<file path="src/rtl/acc_cpu_pkg.sv">
// rtl/acc_cpu_pkg.sv - shared types and constants for the accumulator CPU core
// Purpose: opcode encoding, controller state encoding and opcode field width.
// Ports: none (package).
package acc_cpu_pkg;

  localparam int OPC_WIDTH = 3;

  typedef enum logic [OPC_WIDTH-1:0] {
    OP_HLT = 3'd0,
    OP_SKZ = 3'd1,
    OP_ADD = 3'd2,
    OP_AND = 3'd3,
    OP_XOR = 3'd4,
    OP_LDA = 3'd5,
    OP_STO = 3'd6,
    OP_JMP = 3'd7
  } opcode_t;

  typedef enum logic [2:0] {
    S_IDLE    = 3'd0,
    S_FETCH   = 3'd1,
    S_DECODE  = 3'd2,
    S_EXEC_RD = 3'd3,
    S_EXEC_WR = 3'd4,
    S_HALT    = 3'd5
  } state_t;

endpackage

</file>
<file path="src/rtl/acc_cpu_fsm.sv">
// rtl/acc_cpu_fsm.sv - controller FSM for the accumulator CPU core
// Purpose: state register, next-state logic and datapath/memory strobes.
// Ports: clk, rst (sync active-low), run, step, mem_ack, ac_zero, opcode (IR opcode)
//        -> ld_ir, ld_ac, ld_pc, inc_pc, skip, mem_req, mem_we, addr_sel,
//           instr_done (registered pulse), halted (registered, sticky).
module acc_cpu_fsm
  import acc_cpu_pkg::*;
(
  input  logic    clk,
  input  logic    rst,
  input  logic    run,
  input  logic    step,
  input  logic    mem_ack,
  input  logic    ac_zero,
  input  opcode_t opcode,
  output logic    ld_ir,
  output logic    ld_ac,
  output logic    ld_pc,
  output logic    inc_pc,
  output logic    skip,
  output logic    mem_req,
  output logic    mem_we,
  output logic    addr_sel,
  output logic    instr_done,
  output logic    halted
);

  state_t state;
  logic   retire;
  logic   exec_state;

  // Memory strobes are pure decodes of the state register, so they hold
  // steady across any number of wait cycles.
  always_comb begin
    exec_state = (state == S_EXEC_RD) || (state == S_EXEC_WR);
    mem_req    = (state == S_FETCH) || exec_state;
    mem_we     = (state == S_EXEC_WR);
    addr_sel   = exec_state;
    ld_ir      = (state == S_FETCH) && mem_ack;
    ld_ac      = (state == S_EXEC_RD) && mem_ack;
    inc_pc     = (state == S_DECODE);
    ld_pc      = inc_pc && (opcode == OP_JMP);
    skip       = inc_pc && (opcode == OP_SKZ) && ac_zero;
    retire     = (inc_pc && ((opcode == OP_SKZ) || (opcode == OP_JMP))) ||
                 (exec_state && mem_ack);
  end

  always_ff @(posedge clk) begin
    if (!rst) begin
      state      <= S_IDLE;
      instr_done <= 1'b0;
      halted     <= 1'b0;
    end else begin
      // HLT counts as a retired instruction as well.
      instr_done <= retire || (inc_pc && (opcode == OP_HLT));
      case (state)
        S_IDLE:   if (run || step) state <= S_FETCH;
        S_FETCH:  if (mem_ack) state <= S_DECODE;
        S_DECODE: begin
          case (opcode)
            OP_HLT: begin
              state  <= S_HALT;
              halted <= 1'b1;
            end
            OP_ADD, OP_AND, OP_XOR, OP_LDA: state <= S_EXEC_RD;
            OP_STO: state <= S_EXEC_WR;
            default: state <= run ? S_FETCH : S_IDLE;
          endcase
        end
        S_EXEC_RD, S_EXEC_WR: if (mem_ack) state <= run ? S_FETCH : S_IDLE;
        S_HALT:   state <= S_HALT;
        default:  state <= S_IDLE;
      endcase
    end
  end

endmodule

</file>
<file path="src/rtl/acc_cpu_core.sv">
// rtl/acc_cpu_core.sv - parametrised multicycle accumulator CPU core
// Purpose: PC/IR/AC registers, ALU and address mux around the FSM controller.
// Ports: clk, rst (sync active-low), run, step; memory port mem_req, mem_we,
//        mem_addr, mem_wdata, mem_rdata, mem_ack; status pc_out, ac_out,
//        halted, instr_done.
module acc_cpu_core
  import acc_cpu_pkg::*;
#(
  parameter int ADDR_WIDTH = 5,
  parameter int DATA_WIDTH = 8,
  parameter int RESET_PC   = 0
) (
  input  logic                  clk,
  input  logic                  rst,
  input  logic                  run,
  input  logic                  step,
  output logic                  mem_req,
  output logic                  mem_we,
  output logic [ADDR_WIDTH-1:0] mem_addr,
  output logic [DATA_WIDTH-1:0] mem_wdata,
  input  logic [DATA_WIDTH-1:0] mem_rdata,
  input  logic                  mem_ack,
  output logic [ADDR_WIDTH-1:0] pc_out,
  output logic [DATA_WIDTH-1:0] ac_out,
  output logic                  halted,
  output logic                  instr_done
);

  logic [ADDR_WIDTH-1:0] pc;
  logic [DATA_WIDTH-1:0] ir;
  logic [DATA_WIDTH-1:0] ac;
  logic [DATA_WIDTH-1:0] alu_out;
  logic [ADDR_WIDTH-1:0] operand;
  opcode_t               opcode;
  logic ld_ir, ld_ac, ld_pc, inc_pc, skip, addr_sel;

  assign opcode  = opcode_t'(ir[DATA_WIDTH-1 -: OPC_WIDTH]);
  assign operand = ir[ADDR_WIDTH-1:0];

  acc_cpu_fsm u_fsm (
    .clk        (clk),
    .rst        (rst),
    .run        (run),
    .step       (step),
    .mem_ack    (mem_ack),
    .ac_zero    (ac == '0),
    .opcode     (opcode),
    .ld_ir      (ld_ir),
    .ld_ac      (ld_ac),
    .ld_pc      (ld_pc),
    .inc_pc     (inc_pc),
    .skip       (skip),
    .mem_req    (mem_req),
    .mem_we     (mem_we),
    .addr_sel   (addr_sel),
    .instr_done (instr_done),
    .halted     (halted)
  );

  always_comb begin
    case (opcode)
      OP_ADD:  alu_out = ac + mem_rdata;
      OP_AND:  alu_out = ac & mem_rdata;
      OP_XOR:  alu_out = ac ^ mem_rdata;
      default: alu_out = mem_rdata;
    endcase
  end

  // Address is forced to zero whenever no transaction is in flight.
  assign mem_addr  = mem_req ? (addr_sel ? operand : pc) : '0;
  assign mem_wdata = ac;
  assign pc_out    = pc;
  assign ac_out    = ac;

  always_ff @(posedge clk) begin
    if (!rst) begin
      pc <= ADDR_WIDTH'(RESET_PC);
      ir <= '0;
      ac <= '0;
    end else begin
      if (ld_ir) ir <= mem_rdata;
      if (ld_ac) ac <= alu_out;
      // PC wraps naturally at the register width.
      if (ld_pc)       pc <= operand;
      else if (inc_pc) pc <= pc + (skip ? ADDR_WIDTH'(2) : ADDR_WIDTH'(1));
    end
  end

endmodule
</file>
<file path="config.mk">
export PLATFORM = sky130hd
export DESIGN_NAME = acc_cpu_core
export DESIGN_NICKNAME = d
export VERILOG_FILES = /design/src/rtl/acc_cpu_pkg.sv /design/src/rtl/acc_cpu_fsm.sv /design/src/rtl/acc_cpu_core.sv
export SDC_FILE = /design/constraint.sdc
export NUM_CORES = 1
export LEC_CHECK = 0
export CORE_UTILIZATION = 35
export DETAILED_ROUTE_END_ITERATION = 10
export SETUP_SLACK_MARGIN = 0.05
export SYNTH_ARGS = -nofsm -noshare
export SYNTH_HDL_FRONTEND = slang
export SYNTH_SLANG_ARGS = --single-unit
export TNS_END_PERCENT = 30
</file>
<file path="constraint.sdc">
create_clock -name clk -period 4.9 [get_ports clk]
set_input_delay 1.47 -clock clk [delete_from_list [all_inputs] [get_ports clk]]
set_output_delay 1.47 -clock clk [all_outputs]
set_load 0.01 [all_outputs]
</file>
### Yosys cells after proc, flatten, opt, wreduce, memory -nomap -nowiden

Cells that the tools add are included.

* memory bits (writable): 0
* word-level logic and storage cells: 59
* memories kept: 0
* ROM bits: 0
* input bits: 13
* bits in latches: 0
* output and inout bits: 30
* flip-flop bits (word level): 26

* bitwise logic cells: 2
* shifts and indexed selects: 0
* reductions and logical operators: 22
* multiply operators: 0
* add/sub/neg operators: 2
* div/mod/pow operators: 0
* equality and inequality tests: 15
* multiplexer cells: 12
* order comparisons: 0

Operators by type and width (count)
* case mux 8 bit (3 select lines): 1
* 2-to-1 mux 5 bit: 4
* == test 3 bit (second input constant): 6
* case mux 3 bit (5 select lines): 1
* == test 3 x 2 -> 1 bit (second input constant): 4
* 2-to-1 mux 3 bit: 3
* case mux 3 bit (3 select lines): 1
* adder 8 bit: 1
* bitwise AND 8 bit: 1
* logical AND 1 bit: 8
* logical NOT 8 bit: 1
* bitwise XOR 8 bit: 1
* == test 3 x 1 -> 1 bit (second input constant): 2
* logical NOT 3 bit: 2
* logical OR 1 bit: 6
* adder 5 x 2 -> 5 bit: 1
* inequality test 2 bit (second input constant): 2
* OR reduction 4 bit: 1
* AND reduction 3 bit: 1
* 2-to-1 mux 2 bit: 1
* inequality test 2 x 1 -> 1 bit (second input constant): 1
* AND reduction 2 bit: 1
* nonzero test 2 bit: 1
* OR reduction 2 bit: 1
* 2-to-1 mux 1 bit: 1

### Longest topological paths before layout

Gate-level depths: netlist of the first run.

* depth in word-level cells: 7
* depth in mapped cells: 12

### By module

Synthesis of the first run repeated with hierarchy kept, for this count alone.

* cells, all modules: 255
* area, all modules: 2054.5 um^2

Modules (own cells, without submodules)
* acc_cpu_core: area each 1660.3 um^2, cells each 203, times used 1
* acc_cpu_fsm: area each 394.1 um^2, cells each 52, times used 1

### Least setup slack after synthesis of the first run

Ideal clock, no wire load.

* kind: input-to-reg
* start: input mem_rdata[0]
* end: register ac[4] (netlist: ac_out[4])
* setup time: 0.130 ns
* setup slack: 2.098 ns
* required time: 4.770 ns
* cell stages on the path: 8
* buffers on the path: 0
* data arrival time: 2.672 ns
* path through: ha_1 inv_1 fa_1 nor2b_1 o21a_1 or3_1 a31oi_1 a21oi_1

* word-level cells in the longest chain between the ends: 2

RTL lines
* from (decl): RTL line acc_cpu_core.sv:21 `input logic [DATA_WIDTH-1:0] mem_rdata,`
* adder 8 bit: RTL line acc_cpu_core.sv:62 `OP_ADD: alu_out = ac + mem_rdata;`
* case mux 8 bit (3 select lines): RTL line acc_cpu_core.sv:61 `case (opcode)`
* to (signal assigned): RTL line acc_cpu_core.sv:82 `if (ld_ac) ac <= alu_out;`
* to (decl): RTL line acc_cpu_core.sv:31 `logic [DATA_WIDTH-1:0] ac;`

No other way between the ends.
A chain may end at the register's enable or synchronous reset.

### Worst setup path after layout of the first run

* start: register u_fsm.state[1]
* end: output mem_addr[4]

* word-level cells in the longest chain between the ends: 4
* elaborated cells on any way between the ends: 7

RTL lines
* from (decl): RTL line acc_cpu_fsm.sv:28 `state_t state;`
* from (signal assigned): RTL line acc_cpu_fsm.sv:67 `default: state <= run ? S_FETCH : S_IDLE;`
* from (signal assigned): RTL line acc_cpu_fsm.sv:70 `S_EXEC_RD, S_EXEC_WR: if (mem_ack) state <= run ? S_FETCH : S_IDLE;`
* == test 3 x 2 -> 1 bit / == test 3 bit (equally long branches): RTL line acc_cpu_fsm.sv:35 `exec_state = (state == S_EXEC_RD) || (state == S_EXEC_WR);`
* logical OR 1 bit: RTL line acc_cpu_fsm.sv:35
* 2-to-1 mux 5 bit / logical OR 1 bit (equally long branches): RTL line acc_cpu_core.sv:70, acc_cpu_fsm.sv:36
* 2-to-1 mux 5 bit *: RTL line acc_cpu_core.sv:70 `assign mem_addr = mem_req ? (addr_sel ? operand : pc) : '0;`
* to (decl): RTL line acc_cpu_core.sv:19 `output logic [ADDR_WIDTH-1:0] mem_addr,`

Mark *: on every way between the ends. The rest lies on a longest branch, timed or not.

==> flow_summary.toml, run 1 <==
[layout]
area_delta_synth_final_pct = 19.9
final_nets = 310
final_common_cell = "clkdlybuf4s50_1"
mostFrequentLayoutCells = "clkdlybuf4s50_1, nand2_1, dfxtp_1"
design_area_um2 = 2440
final_layout_size_suffix_gt1_share_pct = 3.52
fill_cells = 565
diodes = 0

[floorplanning]
die_y_um = 78.3
die_area_um2 = 6130
boundaryPins = 43
fp-row-count = 27
start_util_pct = 36.5
coreArea_um2 = 5570
die_w_um = 78.3

[timing]
slew_headroom_pct = 49.0
skew_ns = 0.00638
rsz0062_at_grt = "false"
tns_ns = 0
drv_slew = 0
setup_viol = 0
clock.fmax_ghz = 0.272
tightest_slew_ns = 0.763
hold_viol_final = 0
post-route-period-util_pct = 75.0
fin_crit_ns = 3.67

[yosys]
synth_cell_types = 51
synthCells = 260
synth_flop_cell = "dfxtp_1"
syn_nets = 285
synth.avg_cell_area_um2 = 7.83
async_flop_share_pct = 0
synth-seq-cells = 26
yosysWarningCount = 0
ys_seq_area_share_pct = 25.6
synth_area_um2 = 2040
synth_enable_flop_cells = 0

[pwr]
clkPwrFrac_pct = 29.9
pwr-share-comb_pct = 22.3
intPower_mw = 0.344
power_switching_mw = 0.152
ir_drop_v = 0.0000957
switching_share_pct = 30.7
pwr-share-seq_pct = 47.8
powerDensity_nw_per_um2 = 203
leakage_nw = 0.892

[critical_path]
crit_family = "simple AND/OR/NAND/NOR gates"
crit_type = "flop to output pin"
path_buf_inv = 1
r2r-start = "u_fsm.state[1]"
worstPathArrival_ns = 2.20
crit_path_max_fanout = 18
path_cells = "nand2b_1 -> nor2_1 -> nand2_1 -> o21ai_0 -> clkdlybuf4s50_1"
required_ns = 3.43
critPathCaptureType = "output pin"
reg2reg_depth = 8
slowest_delay_ns = 0.56
start_kind = "flop"
crit_path_top_delay_cell = "clkdlybuf4s50_1"
reg2reg_to = "pc_out[4]"
ff2ff_setup_slack_ns = 2.22

[detailed_routing]
wl_um = 5510
first_pass_iters = 4
wl_per_cell_um = 15.5
ant_nets = 0
via_count = 1987
drt_iter0_drc = 132
drc_errors = 0
viasPerCell = 5.58

[clock_network]
ctsResizeCount = 0
cts.sink_count = 26
clkTransAtPathRegs_ns = 0.10
cts_setup_buffers = 0
cts_buffer_depth = 2
cts_hold_buf = 0
clk_latency_ns = 0.28
root_buffer = "clkbuf_8"
cts_inserted_buffers = 3
htreeDepth = 1
cts_tree = "built"

[min_path]
hold_start = "u_fsm.halted"
min_path_type = "flop to flop"
worst_hold_path.endpoint = "u_fsm.halted"
hold_depth = 2

[job]
drv_cap = 0

[global_routing]
grtUsageTotal_pct = 18.8
antenna_found_initial = 0
grt_first_pass_wirelength_um = 9210
grt_max_degree = 20
grt_overflow_total = 0
grt_pass1_vias = 1862

[placement]
place.port_buffers = 42
placed_area_um2 = 2390
gp_congestion = 0.854
hpwl_um = 4030

[run_status]
status = "completed"
==> layer usage <==
| layer | share of wire, % | wire [µm] | GRT usage (%) | up-vias |
|---|---|---|---|---|
| met4 | 2.3 | 126 | 7.41 | 0 |
| met3 | 4.4 | 240 | 2.33 | 12 |
| met1 | 47 | 2580 | 24.3 | 926 |
| li1 | - | - | - | 986 |
| met5 | 0 | 0 | 0 | - |
| met2 | 47 | 2570 | 31.5 | 63 |
==> cells by family after synthesis <==
group / after synthesis / share of synthesized area [%]
AOI/OAI and AO/OA: 82 / 25.2
and+or+nand+nor: 79 / 18.9
buffers and inverters: 38 / 11.2
DFF: 26 / 25.6
muxes: 17 / 8.42
adders and majority gates: 12 / 8.11
xor gates and xnor gates: 6 / 2.58
==> area by class of cell <==
| type | instances | area [µm²] | share of cell area (%) |
|---|---|---|---|
| sequential | 26 | 520 | 21.3 |
| multi-input combinational | 196 | 1290 | 52.8 |
| inverter | 14 | 52.6 | 2.15 |
| tap | 72 | 90.1 | 3.69 |
| clock buffer | 4 | 55.1 | 2.25 |
| timing repair buffer | 44 | 435 | 17.8 |
==> power by group through the flow <==
| stage | Clock, mW | Combinational (mW) | Sequential, mW |
|---|---|---|---|
| after detailed placement | 0 | 0.109 | 0.242 |
| after global routing | 0.158 | 0.122 | 0.240 |
| after global placement | 0 | 0.109 | 0.242 |
| after CTS | 0.150 | 0.110 | 0.237 |
| after floorplan | 0 | 0.0841 | 0.231 |
| final | 0.149 | 0.111 | 0.238 |
==> worst register-to-register path, stage by stage (launching register included) <==
cell      delay [ns]
dfxtp_1         0.78
or3b_1          0.55
nor2_1          0.13
nand4_1         0.18
fa_1            0.47
nand3b_1        0.19
nor2_1          0.10
mux2i_1         0.07
o22ai_1         0.15
==> synthesized netlist by cell type (2+ instances only) <==
master     instances  area, µm²
o21ai_1            2       10.0
buf_6              4       45.0
a211oi_1           3       22.5
a31oi_1            4       25.0
o21a_1             3       22.5
or3_1              3       18.8
nor3_1             2       10.0
xnor2_1            4       35.0
nand2_1           27        101
xor2_1             2       17.5
nor2_1            22       82.6
nor3b_1            2       15.0
nor4_1             2       12.5
nand4_1            2       12.5
a21oi_1           18       90.1
and3_1             2       12.5
inv_1             14       52.6
a22oi_1            2       15.0
nand2b_1           3       18.8
dfxtp_1           26        521
buf_4              9       67.6
ha_1              10        125
nand3_1            4       20.0
a221oi_1           2       17.5
o21ai_0           23        115
o22ai_1            8       50.1
nor2b_1            2       12.5
o2111ai_1          3       26.3
fa_1               2       40.0
nand3b_1           3       22.5
o211ai_1           2       15.0
clkbuf_1           8       30.0
a21o_1             2       15.0
a22o_1             2       17.5
clkbuf_8           2       27.5
mux2i_1           16        160
==> worst max path at each step <==
stage                              start  slack, ns  cells after the start          end
final                     u_fsm.state[1]       1.23                      5  mem_addr[4]
after global routing      u_fsm.state[1]       1.03                      5  mem_addr[4]
after CTS                 u_fsm.state[1]       1.18                      5  mem_addr[4]
after detailed placement    mem_rdata[0]       1.33                      9    ac_out[6]
after global placement      mem_rdata[0]       1.33                      9    ac_out[6]
after floorplan             mem_rdata[0]       2.10                      8    ac_out[4]
==> per-stage QoR <==
stage | total power [mW] | util (%) | worst slack (ns) | hold WS (ns) | instances
CTS | 0.497 | 43.8 | 1.18 | 0.490 | 356
global route | 0.520 | 43.8 | 1.03 | 0.508 | 356
global placement | 0.351 | 42.8 | 1.33 | 0.470 | 352
detailed placement | 0.352 | 42.8 | 1.33 | 0.467 | 352
finish | 0.497 | 43.8 | 1.23 | 0.489 | 356
floorplan | 0.315 | - | 2.10 | 0.481 | 260
==> registers in the layout (all words and copies together), names as in the netlist <==
register          cells
ac_out                8
ir                    8
pc_out                5
u_fsm.state           3
u_fsm.halted          1
u_fsm.instr_done      1
No activity file was read; power rests on OpenSTA's default activity.
==> run 2, diff against run 1 <==
clock period = 3.7 ns   (was 4.9 ns; I/O delays follow)
==> run 2 against run 1 <==
Effect of this change: critical path depth stayed put; register-to-register slack got worse by 1.0 ns; combinational power grew 36%; worst hold slack improved by 0.021 ns; routed wire length is 1.6% lower.
==> flow_summary.toml, run 2 (synthesized netlist as in run 1, its figures left out) <==
[clock_network]
cts_hold_buf = 0
clkTransAtPathRegs_ns = 0.10
cts_setup_buffers = 0
htreeDepth = 1
cts_inserted_buffers = 3
root_buffer = "clkbuf_8"
ctsResizeCount = 0
cts_buffer_depth = 2
clk_latency_ns = 0.28
cts.sink_count = 26
cts_tree = "built"

[floorplanning]
die_area_um2 = 6130
start_util_pct = 36.5
coreArea_um2 = 5570
fp-row-count = 27
die_y_um = 78.3
die_w_um = 78.3
boundaryPins = 43

[detailed_routing]
via_count = 1985
viasPerCell = 5.54
drt_iter0_drc = 119
first_pass_iters = 4
drc_errors = 0
wl_per_cell_um = 15.1
wl_um = 5420
ant_nets = 0

[timing]
tightest_slew_ns = 0.699
skew_ns = 0.00744
slew_headroom_pct = 53.3
drv_slew = 0
fin_crit_ns = 3.05
setup_viol = 0
hold_viol_final = 0
clock.fmax_ghz = 0.328
tns_ns = 0
post-route-period-util_pct = 82.5
rsz0062_at_grt = "false"
whs_ns = 0.510

[global_routing]
grt_overflow_total = 0
grt_pass1_vias = 1822
antenna_found_initial = 0
grt_first_pass_wirelength_um = 8800
grtUsageTotal_pct = 18.2
grt_max_degree = 20

[min_path]
min_path_type = "flop to flop"

[layout]
diodes = 0
regArea_um2 = 520
final_nets = 312
final_common_cell = "clkdlybuf4s50_1"
multiInputGateArea_um2 = 1290
fill_cells = 570
area_delta_synth_final_pct = 20.6
utilization_pct = 44.1
final_layout_size_suffix_gt1_share_pct = 4.20
mostFrequentLayoutCells = "clkdlybuf4s50_1, nand2_1, dfxtp_1"

[critical_path]
required_ns = 2.59
path_cells = "nand2b_1 -> nor2_1 -> nand2_1 -> o21ai_0 -> clkdlybuf4s50_1"
slowest_delay_ns = 0.56
start_kind = "flop"
critPathCaptureType = "output pin"
crit_path_max_fanout = 6
worstPathArrival_ns = 1.94
crit_path_top_delay_cell = "clkdlybuf4s50_1"
crit_type = "flop to output pin"

[pwr]
powerDensity_nw_per_um2 = 267
ir_drop_v = 0.000150
leakage_nw = 0.903

[job]
drv_cap = 0

[run_status]
status = "completed"

[placement]
place.port_buffers = 42
hpwl_um = 4030
gp_congestion = 0.854
==> run 2: changes by cell type in the layout (fill, tap and decap cells not counted), sizes merged <==
cell / change
buf: +2
==> run 2: cell type report <==
type	count	share of cell area, %
Clock buffer	4	2.24
Inverter	14	2.14
Multi-Input combinational cell	196	52.4
Sequential cell	26	21.2
Tap cell	72	3.67
Timing Repair Buffer	46	18.3
==> run 2: final timing paths <==
kind,startpoint,endpoint,slack (ns),depth (start not counted)
max,u_fsm.state[2],mem_addr[4],0.65,5
min,u_fsm.halted,u_fsm.halted,0.51,2
max reg2reg,ir[5],pc_out[4],1.21,8
min reg2reg,u_fsm.halted,u_fsm.halted,0.51,2
==> run 2: power by group <==
group / switching, mW / total [mW] / leakage, nW / internal, mW
logic: 0.0799 / 0.151 / 0.663 / 0.0713
registers: 0.0201 / 0.311 / 0.211 / 0.291
clock network: 0.0991 / 0.195 / 0.0288 / 0.0955
==> run 2: stage by stage <==
step / cells / instance area, µm² / setup slack [ns] / power, mW
final: 358 / 2460 / 0.647 / 0.657
after floorplan: 260 / 2040 / 1.26 / 0.417
after global routing: 358 / 2460 / 0.502 / 0.692
after global placement: 354 / 2400 / 0.517 / 0.468
after CTS: 358 / 2460 / 0.623 / 0.659
after detailed placement: 354 / 2400 / 0.497 / 0.468
==> run 2: worst max-delay path: cells and delay by family, from the launching register on <==
| kind | cells | cell delay [ns] |
|---|---|---|
| compound gates | 1 | 0.09 |
| flops | 1 | 0.43 |
| buf+inv | 1 | 0.56 |
| simple gates | 3 | 0.57 |
==> run 2: routing by layer <==
layer  routed length (µm)  vias up  global-route usage (%)
li1                     -      992                       -
met1                 2560      940                    23.3
met2                 2560       47                    31.2
met3                  231        6                    2.56
met4                   65        0                    6.11
met5                    0        -                       0
==> run 3, diff against run 2 <==
clock period = 2.4 ns   (was 3.7 ns; I/O delays follow)
==> run 3 against run 2 <==
Effect of this change: clock skew decreased by 0.0043 ns; count of clock-buffer cells in the layout fell by 1; combinational power is 85% higher; utilization grew 4.7 points; sequential cell count stayed put; first-iteration DRC count rose by 18%; power rose by 73%; sequential share of layout area fell by 1.9 points; routed wire length grew 8.8%.
==> flow_summary.toml, run 3 (synthesized netlist as in run 1, its figures left out) <==
[placement]
place.port_buffers = 42
post-place-cells = 384
gp_congestion = 0.806
dp_slack_ns = -0.319
hpwl_um = 4410

[layout]
fill_cells = 559
regArea_um2 = 526
final_layout_size_suffix_gt1_share_pct = 15.5
final_cells = 388
final_nets = 342
final_common_cell = "clkdlybuf4s50_1"
area_delta_synth_final_pct = 33.5
multiInputGateArea_um2 = 1310
diodes = 0
mostFrequentLayoutCells = "clkdlybuf4s50_1, buf_4, nand2_1"

[clock_network]
cts_buffer_depth = 2
clkTransAtPathRegs_ns = 0.10
htreeDepth = 1
cts_tree = "built"
cts_inserted_buffers = 3
clk_latency_ns = 0.28
cts_setup_buffers = 0
root_buffer = "clkbuf_8"
cts.sink_count = 26

[timing]
clock.fmax_ghz = 0.436
slew_headroom_pct = 62.4
fin_crit_ns = 2.30
drv_slew = 0
final.setup.worst_slack_ns = 0.105
hold_viol_final = 0
whs_ns = 0.500
skew_ns = 0.00313
post-route-period-util_pct = 95.6
setup_viol = 0
rsz0062_at_grt = "true"
tightest_slew_ns = 0.563

[floorplanning]
die_w_um = 78.3
boundaryPins = 43
die_y_um = 78.3
fp-row-count = 27
coreArea_um2 = 5570
start_util_pct = 36.5
die_area_um2 = 6130

[critical_path]
r2r-start = "ac_out[2]"
path_cells = "nand2b_4 -> nor2_1 -> buf_4 -> clkdlybuf4s50_1"
crit_path_max_fanout = 6
required_ns = 1.68
critPathCaptureType = "output pin"
start_kind = "flop"
slowest_delay_ns = 0.53
path_buf_inv = 2
crit_path_top_delay_cell = "clkdlybuf4s50_1"
worstPathArrival_ns = 1.58
crit_family = "buffers and inverters"
crit_type = "flop to output pin"
critPathLaunch = "u_fsm.state[1]"

[global_routing]
grt_overflow_total = 0
grt_pass1_vias = 2018
grtUsageTotal_pct = 20.6
antenna_found_initial = 0
grt_first_pass_wirelength_um = 9850
grt_max_degree = 19

[job]
drv_cap = 0

[run_status]
status = "completed"

[detailed_routing]
drc_errors = 0
first_pass_iters = 4
via_count = 2132
wl_um = 5900
ant_nets = 0
wl_per_cell_um = 15.2
drt_iter0_drc = 141
viasPerCell = 5.49

[pwr]
leakage_nw = 1.10
powerDensity_nw_per_um2 = 418
ir_drop_v = 0.000212

[min_path]
min_path_type = "flop to flop"
hold_start = "u_fsm.halted"
==> run 3: power by group <==
part,internal [mW],switching (mW),leakage [nW]
registers,0.449,0.0211,0.212
clock network,0.224,0.162,0.0357
logic,0.135,0.144,0.852
total,0.808,0.327,1.10
==> run 3: worst paths after layout <==
path | endpoint | slack (ns) | cells after the start
worst max register to register | pc_out[4] | 0.21 | 7
worst max-delay path | mem_we | 0.10 | 4
worst min-delay path | u_fsm.halted | 0.50 | 2
worst min register to register | u_fsm.halted | 0.50 | 2
==> run 3: repair_timing <==
action / CTS / global route
cloned: 0 / 0
pin swaps: 0 / 1
resized for setup: 11 / 6
hold buffers: 0 / 0
endpoints found under the setup margin: 11 / 10
==> run 3: layout make-up <==
type	instances	area share, %
Clock buffer	3	1.52
Clock inverter	1	1.10
Inverter	14	1.93
Multi-Input combinational cell	196	48.1
Sequential cell	26	19.3
Tap cell	72	3.31
Timing Repair Buffer	76	24.7
==> run 3: per-stage QoR <==
stage	power (mW)	utilization, %	setup TNS (ns)	cell area (µm²)
6_report	1.14	48.8	0	2720
5_1_grt	1.19	48.8	0	2720
4_1_cts	1.14	48.5	0	2700
3_5_place_dp	0.754	47.1	-1.72	2630
3_3_place_gp	0.752	47.1	-1.49	2630
2_1_floorplan	0.643	-	0	2040
==> run 3: worst min-delay path: cells and delay by family (launching register included) <==
kind	cells	cell delay, ns
DFF	1	0.35
and+or+nand+nor	1	0.07
AOI/OAI and AO/OA	1	0.05
==> run 3: per-layer routing <==
layer  global-route usage [%]  part of all wire [%]  up-vias
met5                        0                     0        -
met4                     5.56                  0.83        0
met3                     3.72                   4.1        5
met2                     36.8                    50       53
met1                     25.1                    45     1022
li1                         -                     -     1052
